[src/rtl/dvp_capture.sv]
// DVP camera capture: samples a byte-wide RGB565 camera stream in clk_sys, packs
// pixels to RGB332 frame-buffer writes. Optional colour classifier: DVP_COLOR_CLASS_EN.
module dvp_capture #(
  parameter int H_PIXELS = 160,
  parameter int V_LINES  = 120,
  parameter int ADDR_W   = 15
) (
  input  logic              clk,
  input  logic              reset,
  input  logic              pclk,
  input  logic              href,
  input  logic              vsync,
  input  logic [7:0]        camera_data,
  output logic [7:0]        px_data,
  output logic [ADDR_W-1:0] px_addr,
  output logic              px_we,
  output logic              frame_done,
  output logic              line_err,
  output logic [2:0]        color_code
);

  localparam int COL_W  = $clog2(H_PIXELS + 1);
  localparam int LINE_W = $clog2(V_LINES + 1);
`ifdef DVP_COLOR_CLASS_EN
  localparam int HI_W = 8;
`else
  localparam int HI_W = 6;
`endif

  // state      | meaning
  // WAIT_FRAME | idle until vsync falls; pclk edges ignored
  // FRAME      | inside a frame, between lines; the first href-high pclk edge is the line's high byte
  // BYTE_HI    | in a line, next byte is a pixel's high byte
  // BYTE_LO    | in a line, high byte held, next byte completes the pixel
  typedef enum logic [1:0] {WAIT_FRAME, FRAME, BYTE_HI, BYTE_LO} state_t;

  logic       pclk_s1_q, pclk_s2_q, pclk_s3_q;
  logic       href_s1_q, href_s2_q;
  logic       vsync_s1_q, vsync_s2_q, vsync_s3_q;
  logic [7:0] data_s1_q;

  always_ff @(posedge clk or negedge reset) begin
    if (!reset) begin
      pclk_s1_q  <= 1'b0;
      pclk_s2_q  <= 1'b0;
      pclk_s3_q  <= 1'b0;
      href_s1_q  <= 1'b0;
      href_s2_q  <= 1'b0;
      vsync_s1_q <= 1'b0;
      vsync_s2_q <= 1'b0;
      vsync_s3_q <= 1'b0;
      data_s1_q  <= 8'h00;
    end else begin
      pclk_s1_q  <= pclk;
      pclk_s2_q  <= pclk_s1_q;
      pclk_s3_q  <= pclk_s2_q;
      href_s1_q  <= href;
      href_s2_q  <= href_s1_q;
      vsync_s1_q <= vsync;
      vsync_s2_q <= vsync_s1_q;
      vsync_s3_q <= vsync_s2_q;
      data_s1_q  <= camera_data;
    end
  end

  logic pclk_rise, vs_rise, vs_fall;
  assign pclk_rise = pclk_s2_q & ~pclk_s3_q;
  assign vs_rise   = vsync_s2_q & ~vsync_s3_q;
  assign vs_fall   = ~vsync_s2_q & vsync_s3_q;

  state_t            state_q, state_d;
  logic              seen_q, seen_d;
  logic [COL_W-1:0]  col_q, col_d;
  logic [LINE_W-1:0] line_q, line_d;
  logic [ADDR_W-1:0] base_q, base_d;
  logic [HI_W-1:0]   hi_q, hi_d, hi_cap;
  logic [7:0]        px_word;
  logic              pix_vld_q, pix_vld_d;
  logic [7:0]        pix_data_q, pix_data_d;
  logic [ADDR_W-1:0] pix_addr_q, pix_addr_d;
  logic [7:0]        px_data_q, px_data_d;
  logic [ADDR_W-1:0] px_addr_q, px_addr_d;
  logic              px_we_q, px_we_d;
  logic              fd_q, fd_d;
  logic              err_q, err_d;
  logic              col_ok, line_ok;

`ifdef DVP_COLOR_CLASS_EN
  assign hi_cap  = data_s1_q;
  assign px_word = {hi_q[7:5], hi_q[2:0], data_s1_q[4:3]};
`else
  assign hi_cap  = {data_s1_q[7:5], data_s1_q[2:0]};
  assign px_word = {hi_q, data_s1_q[4:3]};
`endif

  assign col_ok  = col_q < COL_W'(H_PIXELS);
  assign line_ok = line_q < LINE_W'(V_LINES);

  always_comb begin
    state_d    = state_q;
    seen_d     = seen_q;
    col_d      = col_q;
    line_d     = line_q;
    base_d     = base_q;
    hi_d       = hi_q;
    err_d      = err_q;
    fd_d       = 1'b0;
    pix_vld_d  = 1'b0;
    pix_data_d = pix_data_q;
    pix_addr_d = pix_addr_q;
    px_we_d    = pix_vld_q;
    px_data_d  = pix_vld_q ? pix_data_q : px_data_q;
    px_addr_d  = pix_vld_q ? pix_addr_q : px_addr_q;
    case (state_q)
      WAIT_FRAME: begin
        if (vs_fall) begin
          state_d = FRAME;
          seen_d  = 1'b1;
        end
      end
      FRAME: begin
        if (pclk_rise && href_s2_q) begin
          state_d = BYTE_LO;
          col_d   = '0;
          hi_d    = hi_cap;
        end
      end
      BYTE_HI, BYTE_LO: begin
        if (pclk_rise && href_s2_q) begin
          if (state_q == BYTE_HI) begin
            hi_d    = hi_cap;
            state_d = BYTE_LO;
          end else begin
            state_d = BYTE_HI;
            if (col_ok && line_ok) begin
              pix_vld_d  = 1'b1;
              pix_data_d = px_word;
              pix_addr_d = base_q + ADDR_W'(col_q);
              col_d      = col_q + COL_W'(1);
            end
          end
        end else if (pclk_rise) begin
          // a line ending while the high byte is held leaves that byte orphaned
          state_d = FRAME;
          if (state_q == BYTE_LO) err_d = 1'b1;
          if (line_ok) begin
            line_d = line_q + LINE_W'(1);
            base_d = base_q + ADDR_W'(H_PIXELS);
          end
        end
      end
      default: state_d = WAIT_FRAME;
    endcase
    if (state_q != WAIT_FRAME && vs_rise) begin
      state_d = WAIT_FRAME;
      fd_d    = seen_q;
      seen_d  = 1'b0;
      col_d   = '0;
      line_d  = '0;
      base_d  = '0;
    end
  end

  always_ff @(posedge clk or negedge reset) begin
    if (!reset) begin
      state_q    <= WAIT_FRAME;
      seen_q     <= 1'b0;
      col_q      <= '0;
      line_q     <= '0;
      base_q     <= '0;
      hi_q       <= '0;
      err_q      <= 1'b0;
      fd_q       <= 1'b0;
      pix_vld_q  <= 1'b0;
      pix_data_q <= 8'h00;
      pix_addr_q <= '0;
      px_we_q    <= 1'b0;
      px_data_q  <= 8'h00;
      px_addr_q  <= '0;
    end else begin
      state_q    <= state_d;
      seen_q     <= seen_d;
      col_q      <= col_d;
      line_q     <= line_d;
      base_q     <= base_d;
      hi_q       <= hi_d;
      err_q      <= err_d;
      fd_q       <= fd_d;
      pix_vld_q  <= pix_vld_d;
      pix_data_q <= pix_data_d;
      pix_addr_q <= pix_addr_d;
      px_we_q    <= px_we_d;
      px_data_q  <= px_data_d;
      px_addr_q  <= px_addr_d;
    end
  end

  assign px_data    = px_data_q;
  assign px_addr    = px_addr_q;
  assign px_we      = px_we_q;
  assign frame_done = fd_q;
  assign line_err   = err_q;

`ifdef DVP_COLOR_CLASS_EN
  logic [4:0]        r5, g5, b5;
  logic [2:0]        cls_q, cls_d, color_q, color_d;
  logic [ADDR_W-1:0] red_q, red_d, grn_q, grn_d, blu_q, blu_d;

  // green is compared on its top five bits so all three channels share a scale
  always_comb begin
    r5      = hi_q[7:3];
    g5      = {hi_q[2:0], data_s1_q[7:6]};
    b5      = data_s1_q[4:0];
    cls_d   = cls_q;
    red_d   = red_q;
    grn_d   = grn_q;
    blu_d   = blu_q;
    color_d = color_q;
    if (pix_vld_d) begin
      cls_d = {(r5 > g5) && (r5 > b5), (g5 > r5) && (g5 > b5), (b5 > r5) && (b5 > g5)};
    end
    if (pix_vld_q) begin
      if (cls_q[2] && red_q != '1) red_d = red_q + ADDR_W'(1);
      if (cls_q[1] && grn_q != '1) grn_d = grn_q + ADDR_W'(1);
      if (cls_q[0] && blu_q != '1) blu_d = blu_q + ADDR_W'(1);
    end
    if (fd_d) begin
      if (red_q > grn_q && red_q > blu_q)      color_d = 3'b100;
      else if (grn_q > red_q && grn_q > blu_q) color_d = 3'b010;
      else if (blu_q > red_q && blu_q > grn_q) color_d = 3'b001;
      else                                     color_d = 3'b000;
      red_d = '0;
      grn_d = '0;
      blu_d = '0;
    end
  end

  always_ff @(posedge clk or negedge reset) begin
    if (!reset) begin
      cls_q   <= 3'b000;
      color_q <= 3'b000;
      red_q   <= '0;
      grn_q   <= '0;
      blu_q   <= '0;
    end else begin
      cls_q   <= cls_d;
      color_q <= color_d;
      red_q   <= red_d;
      grn_q   <= grn_d;
      blu_q   <= blu_d;
    end
  end

  assign color_code = color_q;
`else
  assign color_code = 3'b000;
`endif

endmodule

[config.mk]
export PLATFORM = sky130hd
export DESIGN_NAME = dvp_capture
export DESIGN_NICKNAME = d
export VERILOG_FILES = /design/src/rtl/dvp_capture.sv
export SDC_FILE = /design/constraint.sdc
export NUM_CORES = 1
export LEC_CHECK = 0
export ABC_CLOCK_PERIOD_IN_PS = 2850
export CAP_MARGIN = 10
export CORE_MARGIN = 4
export CORE_UTILIZATION = 35
export CTS_BUF_LIST = sky130_fd_sc_hd__clkbuf_8
export DETAILED_ROUTE_END_ITERATION = 12
export GPL_TIMING_DRIVEN = 1
export PLACE_DENSITY = 0.49
export SLEW_MARGIN = 40
export SYNTH_ARGS = -nofsm -noshare
export SYNTH_HDL_FRONTEND = slang
export SYNTH_SLANG_ARGS = --single-unit
[constraint.sdc]
create_clock -name clk -period 2.85 [get_ports clk]
set_clock_uncertainty 0.05 [all_clocks]
set_input_delay 0.285 -clock clk [delete_from_list [all_inputs] [get_ports clk]]
set_output_delay 0.285 -clock clk [all_outputs]
set_load 0.1 [all_outputs]
Word-level counts from Yosys, hierarchy flattened
Index checks and enable logic that the tools add are counted.
{"block": "op_classes", "mux": 35, "addsub": 4, "bitwise_logic": 8, "eq_ne": 13, "n_reduce_logical": 20, "n_lt_le_gt_ge": 2}
{"operator": "$mux 15", "n": 5}
{"operator": "$mux 8", "n": 5}
{"operator": "$mux 7", "n": 5}
{"operator": "$mux 6", "n": 3}
{"operator": "$pmux 8 s2", "n": 1}
{"operator": "$reduce_and 4->1", "n": 4}
{"operator": "$add 15x8->15", "n": 1}
{"operator": "$add 15x8->15 const B", "n": 1}
{"operator": "$ne 3x3->1 const B", "n": 5}
{"operator": "$reduce_bool 2->1", "n": 7}
{"operator": "$pmux 6 s2", "n": 1}
{"operator": "$mux 2", "n": 5}
{"operator": "$mux 1", "n": 9}
{"operator": "$add 8x1->8 const B", "n": 1}
{"operator": "$lt 8x8->1 const B", "n": 1}
{"operator": "$add 7x1->7 const B", "n": 1}
{"operator": "$lt 7x7->1 const B", "n": 1}
{"operator": "$ne 2x2->1 const B", "n": 3}
{"operator": "$pmux 2 s3", "n": 1}
{"operator": "$not 1->1", "n": 5}
{"operator": "$reduce_and 5->1", "n": 1}
{"operator": "$eq 2x2->1 const B", "n": 2}
{"operator": "$ne 4x4->1 const B", "n": 1}
{"operator": "$and 1x1->1", "n": 3}
{"operator": "other kinds (8)", "n": 10}
{"block": "word_totals", "output_inout_bits": 29, "reg_bits": 105}

Logic depth before layout (Yosys ltp)
Gate-level depths: netlist (run 1).
{"block": "logic_depth", "word_depth": 7, "mapped_depth": 8, "mapped_depth_nobuf": 7}

Worst setup path before layout (run 1)
OpenSTA, ideal clock, no wires.
{"block": "synth_path", "kind": "register to register", "from": "reg state_q[1]", "to": "reg col_q[0]", "arrival_time_ns": 1.647, "period_less_slack_ns": 1.821, "path_stages_with_launch": 9, "setup_time_ns": 0.125, "path_buffers": 2, "setup_slack_ns": 1.029, "required_ns": 2.675, "cell_sequence": "dfrtp_1 > inv_1 > ha_1 > clkbuf_1 > nand3_1 > and4_1 > buf_2 > o21ai_0 > mux2_2"}
{"block": "synth_between", "elab_chain_cells": 4}
{"element": "start: declaration", "line": "71", "source": "state_t state_q, state_d;"}
{"element": "start signal: assignment", "line": "181", "source": "state_q <= state_d;"}
{"element": "$eq 2x2->1, or another cell as far along", "line": "114, 130"}
{"element": "$reduce_or 2->1 or $logic_and 1x1->1 (tied branches)", "line": "114, 154"}
{"element": "$ne 3x3->1 (no line), or another cell as far along"}
{"element": "$reduce_and 5->1 (no line) or $mux 8 (tied branches)"}
{"element": "end signal: assignment", "line": "183", "source": "col_q <= col_d;"}
{"element": "end: declaration", "line": "73", "source": "logic [COL_W-1:0] col_q, col_d;"}
Parallel ways exist; a longest one is shown, timed or not.
A chain may end at the register's enable or synchronous reset.

Final worst setup path (run 1)
{"block": "layout_path", "from": "reg state_q[0]", "to": "reg col_q[7]"}
Same word-level chain as after synthesis.

==> results of run 1 <==
[state kept, by name, indices dropped and copies added, names as in the netlist, 6 cells and up]
register,count
line_q,7
data_s1_q,8
px_addr,15
hi_q,6
pix_data_q,8
col_q,8
px_data,8
base_q,10
pix_addr_q,15
[Yosys cell counts, types with 6 or more instances]
cell type	number
nor3_1	6
mux2_2	42
a21oi_1	15
xnor2_1	14
dfrtp_1	100
ha_1	12
nand3_1	9
nand2_1	29
a31oi_1	6
xor2_1	9
nor2_1	28
o21ai_0	22
[critical path, delay by kind of cell (launching register included)]
kind,cells,cell delay (ps)
and+or+nand+nor,3,920
DFF,1,410
AOI/OAI and AO/OA,2,280
buffers and inverters,1,120
adders and majority gates,1,230
[stage by stage]
stage	instances	power, W
5_1_grt	546	0.00519
6_report	546	0.00490
2_1_floorplan	358	0.00352
3_5_place_dp	530	0.00397
4_1_cts	546	0.00498
3_3_place_gp	530	0.00394
[cell families (layout without fill, tap and decap cells)]
family / count (synthesis) / in the layout / share of synthesized area [%]
AOI/OAI and AO/OA: 53 / 53 / 6.98
xor gates and xnor gates: 23 / 23 / 4.70
adders and majority gates: 12 / 12 / 3.51
buffers and inverters: 20 / 61 / 2.51
DFF: 100 / 100 / 58.4
muxes: 42 / 42 / 11.0
other: 1 / 4 / 0.0876
and+or+nand+nor: 104 / 104 / 12.7
[final cells by class]
cell class	count	area, um^2	area share, %
Sequential cell	100	2500	50.5
Multi-Input combinational cell	238	1680	34.0
Timing Repair Buffer	42	358	7.22
Tap cell	147	184	3.71
Clock buffer	9	124	2.50
Clock inverter	6	88.8	1.79
Inverter	4	15.0	0.303
[where the power goes]
part | internal, W | switching [W]
Clock | 0.000491 | 0.000489
Combinational | 0.000570 | 0.00136
Sequential | 0.00177 | 0.000217
Total | 0.00283 | 0.00207
[layout by cell type, fill, tap and decap left out, types with 11 or more instances in the layout]
cell	n
ha_1	12
o21ai_0	22
mux2_2	42
buf_4	29
nor2_1	28
xnor2_1	14
nand2_1	29
dfrtp_1	99
a21oi_1	15
clkdlybuf4s50_1	11
[timing repair]
action | 4_1_cts | 5_1_grt
gates resized for setup | 0 | 0
buffers inserted | 0 | 0
hold buffers | 1 | 0
endpoints found under the hold margin | 44 | 0
[worst paths after layout]
check,start,endpoint,slack (ps),cells past startpoint
max,state_q[0],col_q[7],770,7
min,camera_data[1],data_s1_q[1],290,1
max reg2reg,state_q[0],col_q[7],770,7
min reg2reg,pclk_s1_q,pclk_s2_q,300,0
max in group asynchronous,reset,pix_vld_q,1630,3
min in group asynchronous,reset,line_q[0],400,2
[layer usage]
layer / routed length (um) / global-route usage (%)
met5: 0 / 0
met4: 192 / 6.37
met3: 274 / 2.87
met1: 3560 / 15.7
met2: 3400 / 17.5
==> flow_metrics.py, run 1 <==
metrics = {
    "sta": {
        "final-hold-violation-count": 0,
        "fmax_ghz": 0.480,
        "worstMarginPinSlew_ps": 587,
        "slew_headroom_pct": 60.8,
        "tns_ps": 0,
        "rsz0062_at_grt": "no",
        "setup_ws_ps": 766,
        "hold_ws_ps": 288,
        "fin_crit_sh_pct": 73.1,
        "finalCriticalPeriod_ps": 2080,
        "setup_viol": 0,
        "finalMaxSlewViolations": 0,
    },
    "cts": {
        "cts_tree": "done",
        "cts.sinks": 100,
        "clk_latency_ps": 370,
        "cts_buffers": 9,
        "clockBufferDepth": 2,
        "root_buffer": "clkbuf_8",
        "h-tree-depth": 3,
        "clk_pin_slew_ps": 90,
    },
    "detailed_routing": {
        "route.vias.total": 2654,
        "remaining_drc_errors": 0,
        "avgViaCountPerCell": 4.86,
        "routed_wl_mm": 7.43,
        "drt-initial-drc-count": 128,
        "wl_per_cell_um": 13.6,
        "drt_first_pass_iters": 4,
        "final_antenna_net_count": 0,
    },
    "yosys": {
        "yosysSeqAreaShare_pct": 58.4,
        "synthArstFlopShare_pct": 100,
        "ys_types": 46,
        "yosysTopAreaCellShare_pct": 58.4,
        "synth.cell_area_um2": 4280,
        "syn_area_per_cell_um2": 12.1,
        "ys.flop_type": "dfrtp_1",
        "synthCells": 355,
        "ys_seq_elements": 100,
        "yosysTopAreaCell": "dfrtp_1",
        "synth-edff-count": 0,
        "yosysWarnings": 0,
        "synth.area.top_cells": "dfrtp_1, mux2_2, ha_1",
    },
    "layout": {
        "drive_above_1_share_pct": 24.8,
        "n_fill_cell": 1156,
        "finish.instance_area_um2": 4960,
        "area_growth_pct": 15.7,
        "fin_util_pct": 41.3,
        "final_nets": 420,
        "n_antenna_cell": 0,
    },
    "global_routing": {
        "grt_overflow": 0,
        "antenna_found_initial": 0,
        "grt_pass1_vias": 2699,
        "track_usage_pct": 11.7,
        "grt_pass1_wl_mm": 13.2,
        "grt_max_degree": 57,
    },
    "setup_path": {
        "critPathMaxFanout": 7,
        "crit_arrival_ps": 2340,
        "crit_type": "reg2reg",
        "path_cells": "inv_1 > ha_1 > nand4bb_1 > nand3b_1 > nor3_2 > a41oi_1 > a21oi_1",
        "cp.required_ps": 3100,
        "crit_path_start_kind": "register",
        "slowest_delay_ps": 410,
        "worst_setup_path_end_kind": "register",
        "critical_path.slowest_cell": "dfrtp_1",
    },
    "floorplanning": {
        "ios": 42,
        "start_util_pct": 35.7,
        "design.core.area_um2": 12000,
        "dieArea_um2": 14100,
        "die_w_um": 119,
        "die_h_um": 119,
        "rows": 40,
    },
    "status": {
        "status": "finished, final reports clean",
    },
    "power_and_ir_drop": {
        "leakagePower_nw": 2.25,
        "peakVddDrop_mv": 0.404,
        "powerDensity_nw_per_um2": 988,
    },
    "place": {
        "numPortBuffers": 38,
        "hpwl_mm": 5.15,
        "routabilityCongestion": 0.759,
        "dp_slack_ps": 789,
        "post_dp_cell_area_um2": 4730,
    },
    "job": {
        "max_cap_violations": 0,
    },
    "min_path": {
        "holdCritPathClass": "in2reg",
    },
}
Note: power is estimated with default switching activity, not from simulation.
==> inputs of run 2 (changes only) <==
--- a/config.mk
+++ b/config.mk
@@ -5,7 +5,7 @@
 export SDC_FILE = /design/constraint.sdc
 export NUM_CORES = 1
 export LEC_CHECK = 0
-export ABC_CLOCK_PERIOD_IN_PS = 2850
+export ABC_CLOCK_PERIOD_IN_PS = 1980
 export CAP_MARGIN = 10
 export CORE_MARGIN = 4
 export CORE_UTILIZATION = 35
==> constraint.sdc (replaced) <==
create_clock -name clk -period 1.98 [get_ports clk]
set_clock_uncertainty 0.05 [all_clocks]
set_input_delay 0.198 -clock clk [delete_from_list [all_inputs] [get_ports clk]]
set_output_delay 0.198 -clock clk [all_outputs]
set_load 0.1 [all_outputs]
==> run 2 against run 1 <==
  * Combinational power grew 57%
  * Power grew 45%
  * First-iteration DRC count grew 16%
  * Clock power grew 27%
  * Global-route usage grew 0.12 points
  * Register-to-register slack lost 680 ps
  * Worst setup slack lost 680 ps
  * Critical path type unchanged
  * Highest routed layer unchanged
==> flow_metrics.py, run 2 (synthesis gave the netlist of run 1 again) <==
metrics = {
    "status": {
        "status": "finished, final reports clean",
    },
    "place": {
        "numPortBuffers": 38,
        "hpwl_mm": 5.41,
        "dpl.cell_count": 549,
        "dp_slack_ps": 42.7,
        "routabilityCongestion": 0.809,
    },
    "cts": {
        "cts_buffers": 9,
        "h-tree-depth": 3,
        "cts.sinks": 100,
        "cts_tree": "done",
        "clk_pin_slew_ps": 90,
        "clockBufferDepth": 2,
        "root_buffer": "clkbuf_8",
        "clk_latency_ps": 370,
    },
    "global_routing": {
        "track_usage_pct": 11.8,
        "antenna_found_initial": 0,
        "grt_pass1_wl_mm": 13.4,
        "grt_overflow": 0,
        "grt_pass1_vias": 2753,
        "grt_max_degree": 46,
    },
    "layout": {
        "n_antenna_cell": 0,
        "fin_cells": 567,
        "mostFrequentLayoutCells": "dfrtp_1, buf_4, mux2_2",
        "drive_above_1_share_pct": 30.5,
        "final_nets": 441,
        "area_growth_pct": 20.4,
        "final_common_cell": "dfrtp_1",
    },
    "setup_path": {
        "crit_type": "reg2reg",
        "crit_path_start_kind": "register",
        "regToRegSetupSlack_ps": 80,
        "crit_arrival_ps": 2140,
        "worst_setup_path_end_kind": "register",
        "slowest_delay_ps": 420,
        "critical_path.slowest_cell": "dfrtp_1",
        "path_cells": "inv_2 > ha_2 > or2_4 > buf_6 > o211ai_1 > nand4_1 > or3_4 > a21oi_2",
        "cp.required_ps": 2220,
        "critPathMaxFanout": 5,
    },
    "floorplanning": {
        "design.core.area_um2": 12000,
        "dieArea_um2": 14100,
        "die_w_um": 119,
        "start_util_pct": 35.7,
        "rows": 40,
        "ios": 42,
        "die_h_um": 119,
    },
    "sta": {
        "fin_crit_sh_pct": 95.8,
        "setup_ws_ps": 83.8,
        "setup_viol": 0,
        "slew_headroom_pct": 65.7,
        "finalMaxSlewViolations": 0,
        "fmax_ghz": 0.527,
        "worstMarginPinSlew_ps": 509,
        "rsz0062_at_grt": "yes",
        "finalCriticalPeriod_ps": 1900,
        "final-hold-violation-count": 0,
        "tns_ps": 0,
    },
    "detailed_routing": {
        "remaining_drc_errors": 0,
        "avgViaCountPerCell": 4.83,
        "drt_first_pass_iters": 4,
        "wl_per_cell_um": 13.7,
        "drt-initial-drc-count": 148,
        "routed_wl_mm": 7.76,
        "final_antenna_net_count": 0,
        "route.vias.total": 2740,
    },
    "min_path": {
        "holdCritPathClass": "in2reg",
    },
    "job": {
        "max_cap_violations": 0,
    },
    "power_and_ir_drop": {
        "leakagePower_nw": 2.36,
        "peakVddDrop_mv": 0.653,
        "powerDensity_nw_per_um2": 1380,
    },
}
[run 2: report_power, final]
part	total, W	switching, W	internal, W
combinational	0.00303	0.00204	0.000993
clock	0.00124	0.000668	0.000568
sequential	0.00285	0.000300	0.00255
total	0.00712	0.00301	0.00411
[run 2: repair_timing]
action / in CTS / in global routing
hold buffers: 1 / 0
gates resized for setup: 0 / 14
setup buffers: 0 / 2
endpoints found under the hold margin: 37 / 0
endpoints found under the setup margin: 0 / 39
[run 2: layout make-up]
cell class | count | area (um^2)
clock buffers | 9 | 124
well taps | 147 | 184
fillers | 1179 | 6850
flip-flops and latches | 100 | 2500
clock inverters | 6 | 58.8
repair buffers | 63 | 532
inverters | 4 | 15.0
multi-input cells | 238 | 1740
[run 2: path summary, 6_finish.rpt]
check	start	endpoint	cells after the start
max in group asynchronous	reset	line_q[6]	3
worst min-delay path	camera_data[3]	data_s1_q[3]	1
worst max register to register	state_q[0]	state_q[1]	8
worst min register to register	pclk_s1_q	pclk_s2_q	0
min in group asynchronous	reset	href_s1_q	2
worst max-delay path	state_q[0]	state_q[1]	8
[run 2: per-stage QoR]
stage | area, um^2 | utilization (%) | total power [W] | hold WS [ps]
after floorplan | 4290 | - | 0.00506 | -148
after global placement | 4890 | 40.7 | 0.00579 | 166
after detailed placement | 4890 | 40.7 | 0.00585 | 167
after CTS | 5080 | 42.3 | 0.00713 | 176
after global routing | 5160 | 42.9 | 0.00755 | 174
final | 5160 | 42.9 | 0.00712 | 206
[run 2: metal layers]
layer,global-route usage [%],vias up,part of all wire (%)
met5,0,-,0
met1,15.0,1332,47
li1,-,1351,-
met4,4.13,0,1.5
met2,18.8,47,47
met3,4.21,10,4.3
[run 2: worst max-delay path, delay by kind of cell, from the launching register on]
kind / cells / cell delay, ps
compound gates: 2 / 190
simple gates: 3 / 790
fa+ha+maj: 1 / 190
flops: 1 / 420
buf+inv: 2 / 190
